### src/rtl/checkout_tally.sv
// checkout_tally: scan synchronizer, IDLE/ALARM/LOCK supervisor and saturating checkout tallies.
// Optional build: define TALLY_DUP_FILTER_EN to drop a scan whose upc repeats the last accepted one.
module checkout_tally #(
  parameter int ALARM_CYCLES = 50_000_000
) (
  input  logic       clk,
  input  logic       reset_n,
  input  logic       scan,
  input  logic [2:0] upc,
  input  logic       mark,
  input  logic       discounted,
  input  logic       stolen,
  input  logic       clear,
  output logic [7:0] item_count,
  output logic [7:0] discount_count,
  output logic [3:0] stolen_count,
  output logic [2:0] last_upc,
  output logic       last_valid,
  output logic       alarm,
  output logic       busy
);

  localparam int tmr_w = (ALARM_CYCLES > 1) ? $clog2(ALARM_CYCLES) : 1;
  localparam logic [tmr_w-1:0] tmr_last = tmr_w'(ALARM_CYCLES - 1);
  localparam logic [tmr_w-1:0] tmr_one  = tmr_w'(1);

  typedef enum logic [1:0] {
    st_idle  = 2'd0,
    st_alarm = 2'd1,
    st_lock  = 2'd2
  } state_t;

  state_t           state_reg, state_next;
  logic [tmr_w-1:0] timer_reg, timer_next;
  logic [3:0]       sync_reg;
  logic [7:0]       item_reg, item_next;
  logic [7:0]       disc_reg, disc_next;
  logic [3:0]       stolen_reg, stolen_next, stolen_inc;
  logic [2:0]       last_upc_reg, last_upc_next;
  logic             last_valid_reg, last_valid_next;
  logic             scan_event, dup_hit, accept;
  logic             unused_mark;

  // mark only matters to the UPC stage
  assign unused_mark = mark;

  // [0],[1] synchronize; [2],[3] remember the last two synchronized samples so that
  // an event needs scan low for two cycles before it rises again
  always_ff @(posedge clk or negedge reset_n) begin
    if (!reset_n) begin
      sync_reg <= 4'b0000;
    end else begin
      sync_reg <= {sync_reg[2:0], scan};
    end
  end

  assign scan_event = sync_reg[1] & ~sync_reg[2] & ~sync_reg[3];

`ifdef TALLY_DUP_FILTER_EN
  assign dup_hit = last_valid_reg && (upc == last_upc_reg);
`else
  assign dup_hit = 1'b0;
`endif

  assign accept     = scan_event && (state_reg == st_idle) && !clear && !dup_hit;
  assign stolen_inc = (stolen_reg == 4'hf) ? 4'hf : stolen_reg + 4'd1;

  always_ff @(posedge clk or negedge reset_n) begin
    if (!reset_n) begin
      state_reg <= st_idle;
      timer_reg <= '0;
    end else begin
      state_reg <= state_next;
      timer_reg <= timer_next;
    end
  end

  always_comb begin
    state_next = state_reg;
    if (clear) begin
      state_next = st_idle;
    end else begin
      case (state_reg)
        st_idle: begin
          if (accept && stolen) begin
            state_next = (stolen_inc == 4'hf) ? st_lock : st_alarm;
          end
        end
        st_alarm: begin
          if (timer_reg == tmr_last) begin
            state_next = st_idle;
          end
        end
        st_lock:  state_next = st_lock;
        default:  state_next = st_idle;
      endcase
    end
  end

  // timer restarts from zero on every entry into ALARM
  always_comb begin
    timer_next = '0;
    if (!clear && (state_reg == st_alarm) && (state_next == st_alarm)) begin
      timer_next = timer_reg + tmr_one;
    end
  end

  always_comb begin
    alarm = 1'b0;
    busy  = 1'b0;
    case (state_reg)
      st_alarm: begin
        alarm = 1'b1;
        busy  = 1'b1;
      end
      st_lock: begin
        alarm = 1'b1;
        busy  = 1'b1;
      end
      default: begin
        alarm = 1'b0;
        busy  = 1'b0;
      end
    endcase
  end

  // stolen wins over discounted; item and discount tallies saturate
  always_comb begin
    item_next       = item_reg;
    disc_next       = disc_reg;
    stolen_next     = stolen_reg;
    last_upc_next   = last_upc_reg;
    last_valid_next = last_valid_reg;
    if (clear) begin
      item_next       = 8'd0;
      disc_next       = 8'd0;
      stolen_next     = 4'd0;
      last_upc_next   = 3'd0;
      last_valid_next = 1'b0;
    end else if (accept) begin
      last_upc_next   = upc;
      last_valid_next = 1'b1;
      if (stolen) begin
        stolen_next = stolen_inc;
      end else begin
        if (item_reg != 8'hff) begin
          item_next = item_reg + 8'd1;
        end
        if (discounted && (disc_reg != 8'hff)) begin
          disc_next = disc_reg + 8'd1;
        end
      end
    end
  end

  always_ff @(posedge clk or negedge reset_n) begin
    if (!reset_n) begin
      item_reg       <= 8'd0;
      disc_reg       <= 8'd0;
      stolen_reg     <= 4'd0;
      last_upc_reg   <= 3'd0;
      last_valid_reg <= 1'b0;
    end else begin
      item_reg       <= item_next;
      disc_reg       <= disc_next;
      stolen_reg     <= stolen_next;
      last_upc_reg   <= last_upc_next;
      last_valid_reg <= last_valid_next;
    end
  end

  assign item_count     = item_reg;
  assign discount_count = disc_reg;
  assign stolen_count   = stolen_reg;
  assign last_upc       = last_upc_reg;
  assign last_valid     = last_valid_reg;

endmodule

### config.mk
export PLATFORM = sky130hd
export DESIGN_NAME = checkout_tally
export DESIGN_NICKNAME = d
export VERILOG_FILES = /design/src/rtl/checkout_tally.sv
export SDC_FILE = /design/constraint.sdc
export NUM_CORES = 1
export LEC_CHECK = 0
export BUFFER_PORTS_ARGS = -buffer_cell sky130_fd_sc_hd__buf_4
export CAP_MARGIN = 25
export CORE_ASPECT_RATIO = 0.8
export CORE_MARGIN = 2
export CORE_UTILIZATION = 28
export DETAILED_ROUTE_END_ITERATION = 8
export PLACE_DENSITY = 0.44
export SLEW_MARGIN = 20
export SYNTH_ARGS = -nofsm -noshare
export SYNTH_HDL_FRONTEND = slang
export SYNTH_SLANG_ARGS = --single-unit
### constraint.sdc
create_clock -name clk -period 6.4 [get_ports clk]
set_input_delay 1.28 -clock clk [delete_from_list [all_inputs] [get_ports clk]]
set_output_delay 1.28 -clock clk [all_outputs]
set_load 0.005 [all_outputs]
; Yosys cells after proc, flatten, opt, wreduce, memory -nomap -nowiden
; Cells that the tools add are included.
[totals]
elab_cells = 64
input_bits = 10
reg_bits = 56
output_inout_bits = 26
[op_classes]
bitwise = 4
eq_ne = 9
n_reduce_logical = 16
muxes = 23
addsub = 4
[op_table]
columns = operator, count
row1 = $mux W8, 8
row2 = $add A26 B1 Y26 const B, 1
row3 = $eq A26 B26 Y1 const B, 1
row4 = $mux W26, 1
row5 = $add A8 B1 Y8 const B, 2
row6 = $mux W4, 4
row7 = $ne A8 B8 Y1 const B, 2
row8 = $eq A4 B4 Y1 const B, 2
row9 = $mux W2, 4
row10 = $reduce_bool A2 Y1, 4
row11 = $logic_and A1 B1 Y1, 6
row12 = $mux W3, 2
row13 = $pmux W2 S3, 1
row14 = $reduce_and A3 Y1, 2
row15 = $add A4 B1 Y4 const B, 1
row16 = $eq A2 B1 Y1 const B, 2
row17 = $mux W1, 3
row18 = $and A1 B1 Y1, 2
row19 = $eq A2 B2 Y1 const B, 1
row20 = $logic_not A2 Y1, 1
row21 = $ne A2 B1 Y1 const B, 1
row22 = $not A1 Y1, 2
row23 = $reduce_and A2 Y1, 1
row24 = $reduce_or A2 Y1, 1
row25 = $logic_not A1 Y1, 1

; Logic depth before layout (Yosys ltp)
; Gate-level depths: netlist (run 1).
[logic_depth]
ltp_word = 12
ltp_mapped = 9
depth_no_buf = 7

; Worst setup path after synthesis (run 1)
; No wires, ideal clock.
[synth_timing]
kind = input to register
from = in clear
to = reg timer_reg[14]
path_buffers = 2
path_slack_ns = 3.912
required_ns = 6.281
arrival_ns = 2.369
setup_ns = 0.119
stages = 6
path_cell_list = clkbuf_1 nand3b_4 or3_4 o2111ai_4 buf_6 nor2_1
[synth_between]
elab_chain_len = 9
elab_cells_between_ends = 10
cone_classes = eq/ne (1) / mux (4) / reduce/logical (5)
[synth_lines]
columns = element, line_no
row1 = "start, declared", 13  ; input logic clear,
row2 = $logic_not A1 Y1, "65, 103"
row3 = $logic_and A1 B1 Y1, 65  ; assign accept = scan_event && (state_reg == st_idle) && !clear && !dup_hit;
row4 = $logic_and A1 B1 Y1, 85  ; if (accept && stolen) begin
row5 = $mux W2, 85
row6 = $pmux W2 S3, 83  ; case (state_reg)
row7 = $mux W2, 80  ; if (clear) begin
row8 = $eq A2 B1 Y1, 103  ; if (!clear && (state_reg == st_alarm) && (state_next == st_alarm)) begin
row9 = $logic_and A1 B1 Y1 (*), 103
row10 = $mux W26 (*), 103
row11 = net timer_next[14], 34  ; logic [tmr_w-1:0] timer_reg, timer_next;
row12 = "end signal, assigned", 74  ; timer_reg <= timer_next;
row13 = "end, declared", 34
; The timed path passes the listed nets; every way through them passes the cells marked *.
; A chain may end at the register's enable or synchronous reset.

; Final worst setup path (run 1)
[layout_timing]
from = reg state_reg[0]
to = out busy
[layout_between]
elab_chain_len = 3
elab_cells_between_ends = 4
cone_classes = eq/ne (2) / mux (1) / reduce/logical (1)
[layout_lines]
columns = element, line_no
row1 = "start, declared", 33  ; state_t state_reg, state_next;
row2 = "start signal, assigned", 70  ; state_reg <= st_idle;
row3 = "start signal, assigned", 73  ; state_reg <= state_next;
row4 = $eq A2 B1 Y1 / $eq A2 B2 Y1 (equally long branches), 111  ; case (state_reg)
row5 = $reduce_or A2 Y1 (no line) (*), --
row6 = $mux W1 (*), 111
row7 = "end, declared", 20  ; output logic busy
; Mark *: on every way between the ends. The rest lies on a longest branch, timed or not.

==> results of run 1 <==
-- final timing paths --
path | endpoint | slack (ps) | startpoint | cells after the start
worst max-delay path | busy | 3820 | state_reg[0]$_DFF_PN0_ | 3
worst min-delay path | sync_reg[1]$_DFF_PN0_ | 350 | sync_reg[0]$_DFF_PN0_ | 0
worst max register to register | timer_reg[8]$_DFF_PN0_ | 3830 | state_reg[0]$_DFF_PN0_ | 7
worst min register to register | sync_reg[1]$_DFF_PN0_ | 350 | sync_reg[0]$_DFF_PN0_ | 0
max in group asynchronous | last_upc[1]$_DFFE_PN0P_ | 4880 | reset_n | 1
min in group asynchronous | timer_reg[19]$_DFF_PN0_ | 1050 | reset_n | 1
-- placed cells by master (no fill, tap or decap), types with 2 or more instances in the layout --
master | netlist | final
nand2_1 | 16 | 16
a211oi_1 | 3 | 3
dfrtp_1 | 56 | 56
inv_1 | 11 | 11
clkbuf_16 | 0 | 5
or3_1 | 2 | 2
nand3_1 | 15 | 15
nand4_1 | 11 | 11
nor4_1 | 5 | 5
nor2_1 | 51 | 51
a31oi_1 | 2 | 2
xnor2_1 | 16 | 16
xor2_1 | 19 | 19
nor3_1 | 8 | 8
a21oi_1 | 5 | 5
ha_1 | 8 | 8
nor4b_1 | 2 | 2
nor4_2 | 2 | 2
mux2i_1 | 4 | 4
and4_1 | 3 | 3
buf_4 | 1 | 34
nor3b_1 | 2 | 2
and3_1 | 2 | 2
o21ai_0 | 5 | 5
-- layout make-up --
type / instances / area, µm²
Clock buffer: 5 / 125
Timing Repair Buffer: 34 / 255
Fill cell: 1040 / 6370
Multi-Input combinational cell: 196 / 1300
Inverter: 11 / 41.3
Tap cell: 136 / 170
Clock inverter: 3 / 21.3
Sequential cell: 56 / 1400
-- power groups by stage --
stage	sequential (mW)	combinational, mW	clock (mW)
after floorplan	0.366	0.0120	0
final	0.359	0.0274	0.276
after CTS	0.359	0.0288	0.287
after global routing	0.359	0.0313	0.302
after global placement	0.366	0.0287	0
after detailed placement	0.366	0.0288	0
-- stage by stage --
stage	power (mW)	hold slack [ps]	setup WS, ps	cells
detailed placement	0.395	335	3520	433
finish	0.662	350	3820	441
CTS	0.674	353	3760	441
floorplan	0.378	331	3910	272
global placement	0.395	336	3550	433
global route	0.693	373	3570	441
-- cells by family (layout without fill, tap and decap cells) --
| kind of cell | Yosys count | in the layout |
|---|---|---|
| XOR/XNOR | 35 | 35 |
| AND/OR/NAND/NOR | 127 | 127 |
| flip-flops | 56 | 56 |
| AO/OA/AOI/OAI | 22 | 22 |
| adder cells (fa/ha/maj) | 8 | 8 |
| buffers and inverters | 20 | 53 |
| multiplexers | 4 | 4 |
-- routing by layer --
| metal | vias up | wire length (µm) | global-route usage |
|---|---|---|---|
| met1 | 949 | 3130 | 0.173 |
| met5 | - | 0 | 0 |
| met3 | 2 | 125 | 0.0259 |
| met2 | 15 | 2410 | 0.161 |
| li1 | 998 | - | - |
| met4 | 0 | 40 | 0.0268 |
==> qor.yml, run 1 <==
syn_area_per_cell_um2: 10.3
cp.required_ps: 5120
placed_area_um2: 3170
cp_max_fo: 4
final.setup_skew_ps: 4.88
cts_root_buf: "clkbuf_16"
synth_compound_area_frac: 0.0696
async_reset_ff_frac: 1.00
grt_pass1_wl_mm: 9.65
num-nets-final: 322
synth_top_family_by_area: "simple AND/OR/NAND/NOR gates"
finalInstanceArea_um2: 3320
largest_register_ffs: 26
post_cts_buffers: 0
drc: 0
cp.buffers_inverters: 2
relSlewSlack: 0.496
final_antenna_net_count: 0
cp-start-kind: "flop"
overflow: 0
start_util: 0.290
synth_largest_area_cell: "dfrtp_1"
cts_resized: 0
p_switching_uw: 149
drtIter0Drc: 70
grt_pass1_vias: 1857
setup_violations: 0
numPortBuffers: 34
grt_max_degree: 57
finalHoldViolCount: 0
min_path_type: "reg -> reg"
dieArea_um2: 10800
path_delay_family: "flip-flops"
irDropWorstVdd_mv: 0.0941
dr.pass1.iters: 4
status: "finished, final reports clean"
synthToLayoutAreaGrowth_pct: 18.2
path_cells: "inv_1 > ha_1 > buf_4"
htree_num_levels: 2
maxCapViolations: 0
synth_common_cells: "dfrtp_1 (56), nor2_1 (51), xor2_1 (19)"
syn_area_um2: 2810
p_clk_frac: 0.416
vias: 1964
power_density_nw_per_um2: 200
worst_pin_slew_ps: 756
rsz0062_at_grt: "false"
max_stage_delay_ps: 400
die_y_um: 93.5
slew_violations: 0
core_area_um2: 9690
synthFlopType: "dfrtp_1"
synth_xor_xnor_area_share: 0.109
p_seq_frac: 0.542
yosys-mux-area-fraction: 0.0143
cp.arrival_ps: 1300
synth_cell_types: 41
track_usage: 0.113
hpwl_mm: 3.88
synthMostInstantiatedCell: "dfrtp_1"
diodes: 0
fin_crit_ps: 2580
p_leak_nw: 1.36
finalCritPeriodShare: 0.403
synth_warnings: 0
seq_area_frac_synth: 0.500
drive_gt1_frac: 0.170
cts_buffers: 5
io_pins: 36
synth_top_area_share: 0.500
max_freq_mhz: 388
synthSimpleGateAreaFrac: 0.235
fin_util: 0.342
syn_nets: 290
syn-instance-count: 272
swShare: 0.225
clk_pin_slew_ps: 70
wl_per_cell_um: 12.9
critical_path_class: "reg -> out"
fin_tns_setup_ps: 0
synth_seq_cells: 56
cp-end-kind: "primary output"
cts_tree: "yes"
p_int_uw: 513
place_congestion: 0.685
combPwrFrac: 0.041
slowest_stage: "dfrtp_1"
viasPerCell: 4.45
antenna_found_initial: 0
clk_path_buf_depth: 2
synth_area_leaders: "dfrtp_1 (50%), nor2_1 (6.8%), xor2_1 (5.9%)"
clkLatencyLatePin_ps: 290
num_rows: 32
cts_hold_buf: 0
die_x_um: 116
synthAdderAreaFrac: 0.0357
routed_wl_mm: 5.71
cts.sinks: 56
synth_edf_count: 0
Power figures use the tool's default switching activity.
==> inputs of run 2 (changes only) <==
==> constraint.sdc (replaced) <==
create_clock -name clk -period 2.42 [get_ports clk]
set_input_delay 0.484 -clock clk [delete_from_list [all_inputs] [get_ports clk]]
set_output_delay 0.484 -clock clk [all_outputs]
set_load 0.005 [all_outputs]
==> qor.yml, run 2 (synthesized netlist as in run 1, its figures left out) <==
die_y_um: 93.5  # unchanged
diodes: 0  # unchanged
clkLatencyLatePin_ps: 290  # about the same
r2r_start: "state_reg[0]$_DFF_PN0_"
timing.rr.end: "timer_reg[12]$_DFF_PN0_"
cts_root_buf: "clkbuf_16"
grt_pass1_vias: 1973  # +6.2%
final_antenna_net_count: 0  # unchanged
drive_gt1_frac: 0.186  # +0.0160
die_x_um: 116  # unchanged
setup_violations: 0  # unchanged
final.setup_skew_ps: 6.11  # +1.23 ps
antenna_found_initial: 0  # unchanged
place_congestion: 0.736  # +7.5%
slew_violations: 0  # unchanged
relSlewSlack: 0.502  # +0.00549
overflow: 0  # unchanged
rsz0062_at_grt: "false"
swShare: 0.219  # -0.00653
p_seq_frac: 0.534  # -0.008
start_util: 0.290  # unchanged
setup_ws_ps: 234  # -3590 ps
placed_area_um2: 3210  # +1.4%
clk_path_buf_depth: 2  # unchanged
cp_max_fo: 26  # +22
synthToLayoutAreaGrowth_pct: 20.0
dr.pass1.iters: 4  # unchanged
numPortBuffers: 34  # unchanged
cp-end-kind: "flop"
power_density_nw_per_um2: 528  # +160%
p_clk_frac: 0.422  # +0.006
drc: 0  # unchanged
cts.sinks: 56  # unchanged
num_rows: 32  # unchanged
reg2reg_slack_ps: 230  # -3600 ps
maxCapViolations: 0  # unchanged
worst_pin_slew_ps: 747  # -8.23 ps
htree_num_levels: 2  # unchanged
dieArea_um2: 10800  # unchanged
combPwrFrac: 0.043  # +0.002
layout_common_cells: "dfrtp_1 (56), nor2_1 (51), buf_4 (40)"
status: "finished, final reports clean"
cp.required_ps: 2570  # -2550 ps
min_path_type: "in -> async"
wl_per_cell_um: 12.9  # -0.32%
fill_cells: 1016  # -2.3%
hpwl_mm: 3.89  # +0.10%
finalInstanceArea_um2: 3370  # +1.5%
clk_pin_slew_ps: 70  # about the same
irDropWorstVdd_mv: 0.229  # +140%
grt_pass1_wl_mm: 9.74  # +1.0%
finalHoldViolCount: 0  # unchanged
fin_tns_setup_ps: 0  # unchanged
viasPerCell: 4.46  # +0.21%
routed_wl_mm: 5.77  # +1.0%
finalCritPeriodShare: 0.903
mostFrequentLayoutCell: "dfrtp_1"
place_ws_ps: 210  # -3310 ps
cp-start-kind: "flop"
num-nets-final: 328  # +1.9%
cts_hold_buf: 0  # unchanged
track_usage: 0.114  # +0.000463
io_pins: 36  # unchanged
fin_crit_ps: 2190
cts_tree: "yes"
p_int_mw: 1.39  # +170%
critical_path_class: "reg -> reg"
worstRegToRegCells: 7  # unchanged
largest_register_ffs: 26  # unchanged
drtIter0Drc: 95  # +36%
vias: 1995  # +1.6%
cp.arrival_ps: 2330  # +1030 ps
cts_resized: 0  # unchanged
core_area_um2: 9690  # unchanged
cts_buffers: 5  # unchanged
p_leak_nw: 1.40  # +2.9%
max_freq_mhz: 457
p_switching_uw: 389  # +160%
grt_max_degree: 57  # unchanged
post_cts_buffers: 0  # unchanged
## run 2: cell count changes in the layout (fill, tap and decap cells not counted)
| cell | previous run | this run |
|---|---|---|
| buf_4 | 34 | 40 |
| clkbuf_8 | 0 | 1 |
| clkinvlp_4 | 1 | 0 |
## run 2: worst max-delay path by stage
| stage | from | to | slack (ps) |
|---|---|---|---|
| after floorplan | state_reg[0]$_DFF_PN0_ | timer_reg[7]$_DFF_PN0_ | 400 |
| after global placement | state_reg[0]$_DFF_PN0_ | discount_count[5]$_DFFE_PN0P_ | 230 |
| after detailed placement | state_reg[0]$_DFF_PN0_ | timer_reg[15]$_DFF_PN0_ | 210 |
| after CTS | state_reg[0]$_DFF_PN0_ | timer_reg[15]$_DFF_PN0_ | 180 |
| after global routing | state_reg[0]$_DFF_PN0_ | timer_reg[15]$_DFF_PN0_ | 20 |
| final | state_reg[0]$_DFF_PN0_ | timer_reg[12]$_DFF_PN0_ | 230 |
## run 2: critical path, stage by stage, from the launching register on
cell and delay, ps:
dfrtp_1 410, inv_1 150, ha_1 250, and4bb_1 290, nand3b_4 120, or3_4 410, o2111ai_4 280, nor2_1 120
## run 2: routing by layer
metal,GRT usage,share of wire,vias up
met1,0.168,0.54,971
li1,-,-,1008
met2,0.168,0.43,14
met4,0.0298,0.0080,0
met5,0,0,-
met3,0.0253,0.019,2
## run 2: final cells by class
type	count	area (µm²)	area share
clock buffers	6	139	0.0412
repair buffers	40	300	0.0892
clock inverters	2	13.8	0.00409
multi-input cells	196	1300	0.386
flip-flops and latches	56	1400	0.416
well taps	136	170	0.0505
inverters	11	41.3	0.0123
## run 2: power groups by stage
stage | combinational, mW | sequential [mW] | clock (mW)
floorplan | 0.0316 | 0.968 | 0
global placement | 0.0797 | 0.968 | 0
detailed placement | 0.0802 | 0.968 | 0
CTS | 0.0805 | 0.949 | 0.789
global route | 0.0879 | 0.951 | 0.824
finish | 0.0769 | 0.949 | 0.750
## run 2: metrics by stage
step	hold WS, ps	cells	utilization	total power, mW
6_report	248	447	0.347	1.78
3_3_place_gp	343	439	0.332	1.05
2_1_floorplan	188	272	-	0.999
3_5_place_dp	345	439	0.332	1.05
5_1_grt	282	447	0.347	1.86
4_1_cts	286	447	0.347	1.82
